`config.mk`:
```
export PLATFORM = sky130hd
export DESIGN_NAME = branch_cond_eval
export DESIGN_NICKNAME = d
export VERILOG_FILES = /design/src/rtl/branch_cond_eval.sv
export SDC_FILE = /design/constraint.sdc
export NUM_CORES = 1
export LEC_CHECK = 0
export ABC_CLOCK_PERIOD_IN_PS = 5300
export CORE_AREA = 10 10 50 71
export DETAILED_ROUTE_END_ITERATION = 8
export DIE_AREA = 0 0 60 81
export MAX_ROUTING_LAYER = met4
export PLACE_DENSITY = 0.81
export SETUP_SLACK_MARGIN = 0.1
export SYNTH_ARGS = -nofsm -noshare
export SYNTH_HDL_FRONTEND = slang
export SYNTH_SLANG_ARGS = --single-unit
```
`constraint.sdc`:
```
create_clock -name clk -period 5.3 [get_ports clk]
set_input_delay 1.06 -clock clk [delete_from_list [all_inputs] [get_ports clk]]
set_output_delay 1.06 -clock clk [all_outputs]
set_load 0.02 [all_outputs]
```
`src/rtl/branch_cond_eval.sv`:
```
// branch_cond_eval: NZCV flag register, pending flag-writer tracking and branch condition resolution.
// Optional early resolution from flag_in on the final writeback: define BRANCH_COND_BYPASS_EN.
module branch_cond_eval #(
  parameter int TAG_W  = 4,
  parameter int PEND_W = 2
) (
  input  logic             clk,
  input  logic             rst,
  input  logic [3:0]       flag_in,
  input  logic             flag_we,
  input  logic             flag_issue,
  output logic             pend_full,
  input  logic             br_valid,
  output logic             br_ready,
  input  logic [3:0]       br_cond,
  input  logic [TAG_W-1:0] br_tag,
  output logic             res_valid,
  input  logic             res_ready,
  output logic             res_taken,
  output logic [TAG_W-1:0] res_tag,
  output logic [3:0]       flags_q
);
  typedef enum logic [1:0] {IDLE, WAIT, HOLD} state_t;
  state_t            r_state;
  logic [3:0]        r_flags;
  logic [PEND_W-1:0] r_pend;
  logic [3:0]        r_cond;
  logic [TAG_W-1:0]  r_tag;
  logic [TAG_W-1:0]  r_res_tag;
  logic              r_taken;
  logic              w_idle;
  logic              w_pend_zero;
  logic              w_bypass;
  logic              w_resolve;
  logic              w_taken;
  logic [3:0]        w_cond;
  logic [TAG_W-1:0]  w_tag;
  logic [PEND_W-1:0] w_pend_nxt;
  // Odd codes are the negation of the preceding even code; 14/15 pair AL/NV on a constant 1.
  function automatic logic eval(input logic [3:0] c, input logic [3:0] f);
    logic n, z, cy, v;
    logic [7:0] base;
    {n, z, cy, v} = f;
    base = {1'b1, ~z & ~(n ^ v), ~(n ^ v), cy & ~z, v, n, cy, z};
    return base[c[3:1]] ^ c[0];
  endfunction
`ifdef BRANCH_COND_BYPASS_EN
  assign w_bypass = (r_pend == PEND_W'(1)) && flag_we && !flag_issue;
`else
  assign w_bypass = 1'b0;
`endif
  assign w_idle      = r_state == IDLE;
  assign w_pend_zero = r_pend == '0;
  assign w_resolve   = w_pend_zero | w_bypass;
  assign w_cond      = w_idle ? br_cond : r_cond;
  assign w_tag       = w_idle ? br_tag : r_tag;
  assign w_taken     = eval(w_cond, w_pend_zero ? r_flags : flag_in);
  assign pend_full   = r_pend == '1;
  assign br_ready    = w_idle;
  assign res_valid   = r_state == HOLD;
  assign res_taken   = r_taken;
  assign res_tag     = r_res_tag;
  assign flags_q     = r_flags;
  always_comb
    w_pend_nxt = (flag_issue && !flag_we && !pend_full)  ? r_pend + PEND_W'(1) :
                 (flag_we && !flag_issue && !w_pend_zero) ? r_pend - PEND_W'(1) : r_pend;
  always_ff @(posedge clk) begin
    if (rst) begin
      r_state   <= IDLE;
      r_flags   <= '0;
      r_pend    <= '0;
      r_cond    <= '0;
      r_tag     <= '0;
      r_res_tag <= '0;
      r_taken   <= 1'b0;
    end else begin
      if (flag_we) r_flags <= flag_in;
      r_pend <= w_pend_nxt;
      case (r_state)
        IDLE: if (br_valid) begin
          r_cond  <= br_cond;
          r_tag   <= br_tag;
          r_state <= w_resolve ? HOLD : WAIT;
          if (w_resolve) begin
            r_taken   <= w_taken;
            r_res_tag <= w_tag;
          end
        end
        WAIT: if (w_resolve) begin
          r_taken   <= w_taken;
          r_res_tag <= w_tag;
          r_state   <= HOLD;
        end
        HOLD: if (res_ready) r_state <= IDLE;
        default: r_state <= IDLE;
      endcase
    end
  end
endmodule
```
==> metrics.csv, run 1 <==
stage,metric,value,unit
clock_tree,Num Clock Sinks,21,
synthesis,Synth area leader,dfxtp_1,
clock_tree,hold buffers post-CTS,0,
synthesis,dominant synthesized flop cell,dfxtp_1,
grt,GR peak layer,met2,
place,DP HPWL,2.14,mm
clock_tree,post-CTS setup buffers,0,
detailed_routing,DRC Markers,0,
finish,n_diodes,0,
clock_tree,deepest clock path buffer count,2,
detailed_routing,Initial DRT Pass Iterations,5,
synthesis,Synth cell types,36,
run,MaxCap Viol Count,0,
power_and_ir_drop,Net Sw Frac,32.3,%
sta,"Slew Viols, Final",0,
floorplanning,DIE AREA,4860,um^2
grt,vias in the first global route,1063,
grt,initial antenna violation count,0,
synthesis,"flops & latches, synth",21,
detailed_routing,final WL,2.78,mm
detailed_routing,Vias,1058,
synthesis,Post-Synthesis Cell Area,1140,um^2
synthesis,Post-synth EDFFs,0,
power_and_ir_drop,Leak Pwr,0.560,nW
clock_tree,CTS root buffer,clkbuf_4,
synthesis,Synth top area share,36.9,%
place,placed cells,179,
finish,Non-Filler Instances,183,
critical_path,Worst R2R Setup Slack,3070,ps
sta,"Hold Vio Cnt, Final",0,
power_and_ir_drop,sequential power share,48.2,%
sta,endpoints failing setup,0,
grt,largest net degree at the start of global routing,22,
floorplanning,I/O pins,30,
clock_tree,CTS Buf Count,3,
clock_tree,Worst-path clk slew,120,ps
critical_path,CP startpoint kind,register,
synthesis,YS warnings,0,
detailed_routing,Avg Vias per Cell,5.78,
floorplanning,# rows,22,
sta,Final Skew,1.54,ps
place,Placed Area,1410,um^2
critical_path,Crit. End Element,output pin,
floorplanning,total core area,2370,um^2
place,I/O Buffers,29,
clock_tree,post-CTS sizing,0,
sta,worst slew pin tran,833,ps
synthesis,"FFs w/ async S/R, synth",0,%
finish,layout cells sized above 1,6.92,%
power_and_ir_drop,Comb power frac,30.5,%
grt,GR Overflow Total,0,
finish,"leading cell type in the layout, fill and taps excluded",clkdlybuf4s50_1,
synthesis,"Avg Cell Area, Syn",8.44,um^2
finish,"Design Area, Final",1440,um^2
sta,Slew HR,44.1,%
sta,Tcrit/Tclk final,53.9,%
power_and_ir_drop,P_sw,123,uW
finish,nets@finish,178,
status,outcome,finished clean,
grt,met3 Usage GRT,3.59,%
floorplanning,Die X,60,um
floorplanning,initial core utilization,48.2,%
floorplanning,Die Height,81,um
power_and_ir_drop,Clk network pwr share,21.3,%
grt,total track usage,12.2,%
power_and_ir_drop,Max IR drop VDD,0.150,mV
synthesis,Syn Nets,153,
hold_path,Hold WC Path Type,register to register,
power_and_ir_drop,internal power,257,uW
clock_tree,CTS tree,done,
detailed_routing,initial DRC count,36,
finish,"commonest non-fill, non-tap cells in the layout","clkdlybuf4s50_1, nand2_1, dfxtp_1, nor2_1",
grt,first-pass GRT wire length,4.65,mm
critical_path,"Req. time, crit path",4240,ps
clock_tree,clock latency on the worst-skew pair,310,ps
grt,met2 usage,20.7,%
synthesis,top post-synthesis cells by area,"dfxtp_1, mux2i_1, nand2_1",
clock_tree,H-tree depth,1,
critical_path,CP Class,register to output pin,
place,gpl congestion,0.846,
sta,total negative slack,0,ps
detailed_routing,Avg WL per Cell,15.2,um
power_and_ir_drop,total power,379,uW
finish,utilization after layout,60.8,%
synthesis,fraction of the yosys area taken by sequential cells,36.9,%
sta,RSZ-0062 raised after global routing,false,
power_and_ir_drop,pwr dens,263,nW/um^2
synthesis,Cells after Synth,135,
detailed_routing,post-route ant nets,0,
critical_path,WP data arrival,1790,ps
critical_path,CP Max Fanout,9,
grt,grt met1 use,12.3,%
finish,Area Overhead vs Synth,26.3,%
sta,Max Fclk,0.350,GHz
sta,fin crit period,2850,ps
finish,final-layout fill cell count,235,
-- critical path: stages (launching register included) --
cell	delay, ps
dfxtp_1	590
nor2b_1	260
clkdlybuf4s50_1	640
-- power by group through the flow --
| stage | Combinational [mW] | Sequential, mW | Clock, mW |
|---|---|---|---|
| floorplan | 0.0712 | 0.189 | 0 |
| global placement | 0.112 | 0.186 | 0 |
| detailed placement | 0.116 | 0.187 | 0 |
| CTS | 0.116 | 0.183 | 0.0810 |
| global route | 0.127 | 0.185 | 0.0874 |
| finish | 0.116 | 0.183 | 0.0809 |
-- area by class of cell --
class                   count  area, um^2  share of cell area [%]
clock buffers               4        26.3                    1.82
inverters                   1        3.75                   0.261
multi-input cells         104         669                    46.5
flip-flops and latches     21         420                    29.2
well taps                  24        30.0                    2.09
repair buffers             29         290                    20.2
-- cell families after synthesis --
group / count (synthesis) / synth area share [%]
and+or+nand+nor: 51 / 22.6
AOI/OAI and AO/OA: 32 / 17.6
DFF: 21 / 36.9
muxes: 16 / 14.7
buffers and inverters: 10 / 4.39
xor gates and xnor gates: 5 / 3.84
-- stage by stage --
stage               hold slack (ps)  setup slack (ps)
floorplan                       433              3040
global placement                442              2390
detailed placement              450              2270
CTS                             468              2450
global route                    500              2370
finish                          467              2450
-- layer usage --
| layer | routed length (um) | part of all wire (%) |
|---|---|---|
| met1 | 1110 | 40 |
| met2 | 1430 | 51 |
| met3 | 191 | 6.9 |
| met4 | 52 | 1.9 |
| met5 | 0 | 0 |
-- sequential cells by signal (all words and copies together), names as in the netlist --
signal and cells:
r_pend 2, flags_q 4, res_tag 4, r_tag 4, res_taken 1, r_state 2, r_cond 4
-- path summary, 6_finish.rpt --
path | end | cells past startpoint | from
min | r_cond[0] | 2 | r_cond[0]
max reg2reg | res_taken | 6 | r_state[0]
min reg2reg | r_cond[0] | 2 | r_cond[0]
max | res_valid | 2 | r_state[1]
-- cells in the mapped netlist, drive strengths merged (3+ instances only) --
| master | instances |
|---|---|
| a21oi | 12 |
| clkbuf | 5 |
| dfxtp | 21 |
| nor2 | 16 |
| o21ai | 7 |
| a31oi | 3 |
| mux2 | 3 |
| buf | 4 |
| xnor2 | 5 |
| a311oi | 4 |
| mux2i | 13 |
| nor3 | 3 |
| nand2 | 21 |
No activity file was read; power rests on OpenSTA's default activity.
==> run 2: changes to the inputs <==
--- a/config.mk
+++ b/config.mk
@@ -5,12 +5,12 @@
 export SDC_FILE = /design/constraint.sdc
 export NUM_CORES = 1
 export LEC_CHECK = 0
-export ABC_CLOCK_PERIOD_IN_PS = 5300
-export CORE_AREA = 10 10 50 71
+export ABC_CLOCK_PERIOD_IN_PS = 2800
+export CORE_AREA = 10 10 52 74
 export DETAILED_ROUTE_END_ITERATION = 8
-export DIE_AREA = 0 0 60 81
+export DIE_AREA = 0 0 62 84
 export MAX_ROUTING_LAYER = met4
-export PLACE_DENSITY = 0.81
+export PLACE_DENSITY = 0.74
 export SETUP_SLACK_MARGIN = 0.1
 export SYNTH_ARGS = -nofsm -noshare
 export SYNTH_HDL_FRONTEND = slang
==> constraint.sdc (replaced) <==
create_clock -name clk -period 2.8 [get_ports clk]
set_input_delay 0.56 -clock clk [delete_from_list [all_inputs] [get_ports clk]]
set_output_delay 0.56 -clock clk [all_outputs]
set_load 0.02 [all_outputs]
==> metrics.csv, run 2 (synthesis results as in run 1) <==
stage,metric,value,unit,change
detailed_routing,final WL,2.92,mm,+5.2%
detailed_routing,Avg Vias per Cell,5.36,,-7.4%
clock_tree,hold buffers post-CTS,0,,unchanged
clock_tree,CTS tree,done,,
detailed_routing,Initial DRT Pass Iterations,4,,-1
place,gpl congestion,0.833,,-1.6%
sta,"Hold Vio Cnt, Final",0,,unchanged
critical_path,Slowest cell on crit path,clkdlybuf4s50_1,,
clock_tree,H-tree depth,1,,unchanged
place,I/O Buffers,29,,unchanged
critical_path,WP data arrival,1700,ps,-90 ps
status,outcome,finished clean,,
clock_tree,post-CTS sizing,0,,unchanged
sta,Max Fclk,0.442,GHz,
clock_tree,CTS Buf Count,3,,unchanged
floorplanning,total core area,2620,um^2,+11%
grt,vias in the first global route,1099,,+3.4%
finish,nets@finish,179,,+0.56%
detailed_routing,initial DRC count,29,,-19%
finish,Non-Filler Instances,197,,+7.7%
critical_path,Crit. End Element,output pin,,
critical_path,CP startpoint kind,register,,
sta,worst slew pin tran,774,ps,-58.9 ps
clock_tree,CTS root buffer,clkbuf_8,,
grt,first-pass GRT wire length,4.97,mm,+6.8%
critical_path,CP peak stage delay,630,ps,about the same
finish,"Design Area, Final",1480,um^2,+3.0%
sta,"Slew Viols, Final",0,,unchanged
floorplanning,I/O pins,30,,unchanged
hold_path,Hold WC Path Type,register to register,,
grt,total track usage,12.8,%,+0.62 points
finish,"leading cell type in the layout, fill and taps excluded",clkdlybuf4s50_1,,
finish,Area Overhead vs Synth,30.1,%,
clock_tree,Worst-path clk slew,70,ps,-50 ps
finish,utilization after layout,56.6,%,-4.2 points
floorplanning,Die Height,84,um,+3.7%
critical_path,crit-path leading delay family,buffers and inverters,,
grt,largest net degree at the start of global routing,22,,unchanged
detailed_routing,DRC Markers,0,,unchanged
critical_path,CP Class,register to output pin,,
clock_tree,clock latency on the worst-skew pair,270,ps,-40 ps
clock_tree,post-CTS setup buffers,0,,unchanged
power_and_ir_drop,Max IR drop VDD,0.250,mV,+67%
sta,endpoints failing setup,0,,unchanged
floorplanning,initial core utilization,43.5,%,-4.6 points
sta,Final WS setup,536,ps,-1910 ps
power_and_ir_drop,pwr dens,525,nW/um^2,+99%
sta,tightest hold margin,461,ps,-6.29 ps
finish,layout cells sized above 1,7.50,%,+0.58 points
critical_path,CP Max Fanout,9,,unchanged
sta,total negative slack,0,ps,unchanged
place,DP HPWL,2.20,mm,+2.6%
sta,Slew HR,48.2,%,+4.1 points
place,Setup WS pre-CTS,385,ps,-1890 ps
sta,fin crit period,2260,ps,
run,MaxCap Viol Count,0,,unchanged
detailed_routing,post-route ant nets,0,,unchanged
sta,RSZ-0062 raised after global routing,false,,
critical_path,"Req. time, crit path",2240,ps,-2000 ps
power_and_ir_drop,Leak Pwr,0.573,nW,+2.3%
floorplanning,# rows,23,,+4.5%
clock_tree,deepest clock path buffer count,2,,unchanged
grt,GR Overflow Total,0,,unchanged
finish,"commonest non-fill, non-tap cells in the layout","clkdlybuf4s50_1, nand2_1, dfxtp_1, nor2_1",,
place,placed cells,193,,+7.8%
critical_path,CP Cell Sequence,nor2b_1 -> clkdlybuf4s50_1,,
finish,final-layout fill cell count,235,,unchanged
power_and_ir_drop,total power,778,uW,+110%
sta,Tcrit/Tclk final,80.8,%,
place,Placed Area,1440,um^2,+1.7%
finish,n_diodes,0,,unchanged
grt,initial antenna violation count,0,,unchanged
critical_path,number of buffer and inverter stages on the critical path,1,,unchanged
floorplanning,Die X,62,um,+3.3%
sta,Final Skew,8.03,ps,+6.48 ps
clock_tree,Num Clock Sinks,21,,unchanged
detailed_routing,Avg WL per Cell,14.8,um,-2.3%
floorplanning,DIE AREA,5210,um^2,+7.2%
detailed_routing,Vias,1055,,-0.28%
[run 2: final timing paths]
path | startpoint | to | slack, ps | cells past startpoint
min reg2reg | r_tag[1] | r_tag[1] | 460 | 2
max reg2reg | r_state[1] | res_taken | 720 | 6
min | r_tag[1] | r_tag[1] | 460 | 2
max | r_state[1] | res_valid | 540 | 2
[run 2: per-layer routing]
layer / routed length (um) / global-route usage, %
met1: 1200 / 13.5
met5: 0 / -
met4: 74 / 7.76
met3: 183 / 2.90
met2: 1460 / 20.4
[run 2: final cells by class]
cell class              count  area [um^2]  share of cell area [%]
inverters                   1         3.75                   0.253
clock buffers               4         45.0                    3.04
flip-flops and latches     21          420                    28.4
well taps                  37         46.3                    3.12
repair buffers             30          298                    20.1
multi-input cells         104          669                    45.1
[run 2: power breakdown]
part	switching, mW	internal (mW)
Clock	0.108	0.102
Sequential	0.0228	0.322
Combinational	0.113	0.110
[run 2: worst reg2reg max path, delay by kind of cell (launching register included)]
kind	cells	cell delay, ps
xor+xnor	1	160
mux	2	770
simple gates	2	510
compound gates	1	130
flops	1	440
==> run 3: changes to the inputs <==
--- a/config.mk
+++ b/config.mk
@@ -5,12 +5,12 @@
 export SDC_FILE = /design/constraint.sdc
 export NUM_CORES = 1
 export LEC_CHECK = 0
-export ABC_CLOCK_PERIOD_IN_PS = 2800
-export CORE_AREA = 10 10 52 74
+export ABC_CLOCK_PERIOD_IN_PS = 1990
+export CORE_AREA = 10 10 54 77
 export DETAILED_ROUTE_END_ITERATION = 8
-export DIE_AREA = 0 0 62 84
+export DIE_AREA = 0 0 64 87
 export MAX_ROUTING_LAYER = met4
-export PLACE_DENSITY = 0.74
+export PLACE_DENSITY = 0.71
 export SETUP_SLACK_MARGIN = 0.1
 export SYNTH_ARGS = -nofsm -noshare
 export SYNTH_HDL_FRONTEND = slang
==> constraint.sdc (replaced) <==
create_clock -name clk -period 1.99 [get_ports clk]
set_input_delay 0.398 -clock clk [delete_from_list [all_inputs] [get_ports clk]]
set_output_delay 0.398 -clock clk [all_outputs]
set_load 0.02 [all_outputs]
==> metrics.csv, run 3 (synthesis results as in run 1) <==
stage,metric,value,unit,change
status,outcome,finished clean,,
detailed_routing,post-route ant nets,0,,unchanged
finish,Non-Filler Instances,208,,+5.6%
sta,Slew HR,74.7,%,+26 points
critical_path,CP startpoint kind,input pin,,
power_and_ir_drop,Max IR drop VDD,0.437,mV,+75%
place,I/O Buffers,29,,unchanged
detailed_routing,DRC Markers,0,,unchanged
clock_tree,post-CTS setup buffers,0,,unchanged
clock_tree,clock latency on the worst-skew pair,260,ps,about the same
sta,RSZ-0062 raised after global routing,true,,
grt,vias in the first global route,1133,,+3.1%
sta,Tcrit/Tclk final,92.3,%,
detailed_routing,Avg WL per Cell,14.3,um,-3.6%
finish,layout cells sized above 1,14.2,%,+6.7 points
power_and_ir_drop,internal power,769,uW,+44%
grt,initial antenna violation count,0,,unchanged
clock_tree,CTS Buf Count,3,,unchanged
grt,first-pass GRT wire length,5.22,mm,+5.0%
detailed_routing,final WL,2.98,mm,+1.8%
place,DP HPWL,2.38,mm,+8.6%
floorplanning,I/O pins,30,,unchanged
sta,endpoints failing setup,0,,unchanged
power_and_ir_drop,Clk network pwr share,25.3,%,-1.7 points
sta,worst slew pin tran,378,ps,-396 ps
critical_path,CP Cell Sequence,clkdlybuf4s50_1 -> or4_1 -> o31a_1 -> o22ai_2 -> a211oi_1 -> a31oi_1 -> and4_1,,
power_and_ir_drop,pwr dens,701,nW/um^2,+34%
floorplanning,initial core utilization,40.0,%,-3.6 points
clock_tree,CTS root buffer,clkbuf_8,,
critical_path,"Req. time, crit path",2200,ps,-40 ps
sta,"Slew Viols, Final",0,,unchanged
floorplanning,# rows,24,,+4.3%
sta,tightest hold margin,458,ps,-2.52 ps
grt,GR Overflow Total,0,,unchanged
hold_path,Hold WC Path Type,register to register,,
clock_tree,Worst-path clk slew,80,ps,about the same
finish,Area Overhead vs Synth,37.9,%,
finish,nets@finish,188,,+5.0%
clock_tree,CTS tree,done,,
grt,largest net degree at the start of global routing,12,,-45%
sta,fin crit period,1840,ps,
power_and_ir_drop,P_sw,333,uW,+37%
sta,"Hold Vio Cnt, Final",0,,unchanged
floorplanning,DIE AREA,5570,um^2,+6.9%
critical_path,CP Max Fanout,2,,-7
power_and_ir_drop,sequential power share,44.2,%,-0.2 points
detailed_routing,Initial DRT Pass Iterations,4,,unchanged
critical_path,crit-path leading delay family,simple AND/OR/NAND/NOR gates,,
grt,total track usage,11.6,%,-1.2 points
clock_tree,deepest clock path buffer count,2,,unchanged
place,Setup WS pre-CTS,-136,ps,-521 ps
power_and_ir_drop,Net Sw Frac,30.2,%,-1.1 points
finish,"leading cell type in the layout, fill and taps excluded",clkdlybuf4s50_1,,
sta,Final Skew,4.25,ps,-3.78 ps
detailed_routing,Vias,1074,,+1.8%
clock_tree,hold buffers post-CTS,0,,unchanged
power_and_ir_drop,Comb power frac,30.5,%,+1.9 points
finish,"commonest non-fill, non-tap cells in the layout","clkdlybuf4s50_1, nand2_1, dfxtp_1, nor2_1",,
critical_path,WP data arrival,2040,ps,+340 ps
critical_path,Slowest cell on crit path,or4_1,,
floorplanning,total core area,2850,um^2,+8.9%
critical_path,CP Class,input pin to register,,
floorplanning,Die Height,87,um,+3.6%
place,gpl congestion,0.818,,-1.8%
detailed_routing,initial DRC count,23,,-21%
detailed_routing,Avg Vias per Cell,5.16,,-3.6%
power_and_ir_drop,Leak Pwr,0.654,nW,+14%
clock_tree,Num Clock Sinks,21,,unchanged
critical_path,Crit. End Element,register,,
floorplanning,Die X,64,um,+3.2%
run,MaxCap Viol Count,0,,unchanged
sta,Max Fclk,0.545,GHz,
critical_path,number of buffer and inverter stages on the critical path,1,,unchanged
clock_tree,H-tree depth,1,,unchanged
sta,Final WS setup,154,ps,-382 ps
finish,n_diodes,0,,unchanged
place,placed cells,204,,+5.7%
critical_path,CP peak stage delay,510,ps,-120 ps
run 3: cell count changes in the layout (fill, tap and decap cells not counted), sizes merged:
cell / change
buf: +9
clkdlybuf4s50: -4
dlymetal6s2s: +3
dlygate4sd2: +1
run 3: power groups by stage:
stage	Clock [mW]	Combinational (mW)	Sequential (mW)
6_report	0.279	0.336	0.487
5_1_grt	0.312	0.369	0.494
4_1_cts	0.283	0.336	0.487
3_5_place_dp	0	0.337	0.495
3_3_place_gp	0	0.326	0.494
2_1_floorplan	0	0.190	0.502
run 3: final cells by class:
cell class	count	area, um^2
Tap cell	39	48.8
Clock buffer	4	45.0
Inverter	1	3.75
Fill cell	278	1280
Multi-Input combinational cell	104	678
Sequential cell	21	424
Timing Repair Buffer	39	372
run 3: path summary, 6_finish.rpt:
check                           startpoint   endpoint  slack (ps)  cells past startpoint
worst max-delay path            br_cond[1]  res_taken         150                      7
worst min-delay path              r_tag[3]   r_tag[3]         460                      2
worst max register to register  r_state[1]  res_taken         190                      6
worst min register to register    r_tag[3]   r_tag[3]         460                      2
run 3: metrics by stage:
| step | setup TNS, ps | util (%) | total power, mW | instance area, um^2 |
|---|---|---|---|---|
| after floorplan | 0 | - | 0.692 | 1140 |
| final | 0 | 55.1 | 1.10 | 1570 |
| after global placement | -78.3 | 52.9 | 0.820 | 1510 |
| after detailed placement | -136 | 52.9 | 0.832 | 1510 |
| after global routing | 0 | 55.1 | 1.17 | 1570 |
| after CTS | 0 | 54.5 | 1.11 | 1560 |
run 3: repair_timing:
item / in CTS / in global routing
cloned: 0 / 0
pin swaps: 0 / 1
endpoints found under the setup margin: 4 / 3
resized for setup: 4 / 4
run 3: metal layers:
metal / vias to the layer above / track usage [%] / wire length, um
li1: 544 / - / -
met1: 490 / 12.9 / 1280
met2: 34 / 18.7 / 1470
met3: 6 / 2.71 / 161
met4: 0 / 5.79 / 62
met5: - / - / 0
run 3: worst min-delay path, cell delays in order, from the launching register on:
cell	delay (ps)
dfxtp_1	310
nand2_1	50
a21oi_1	50
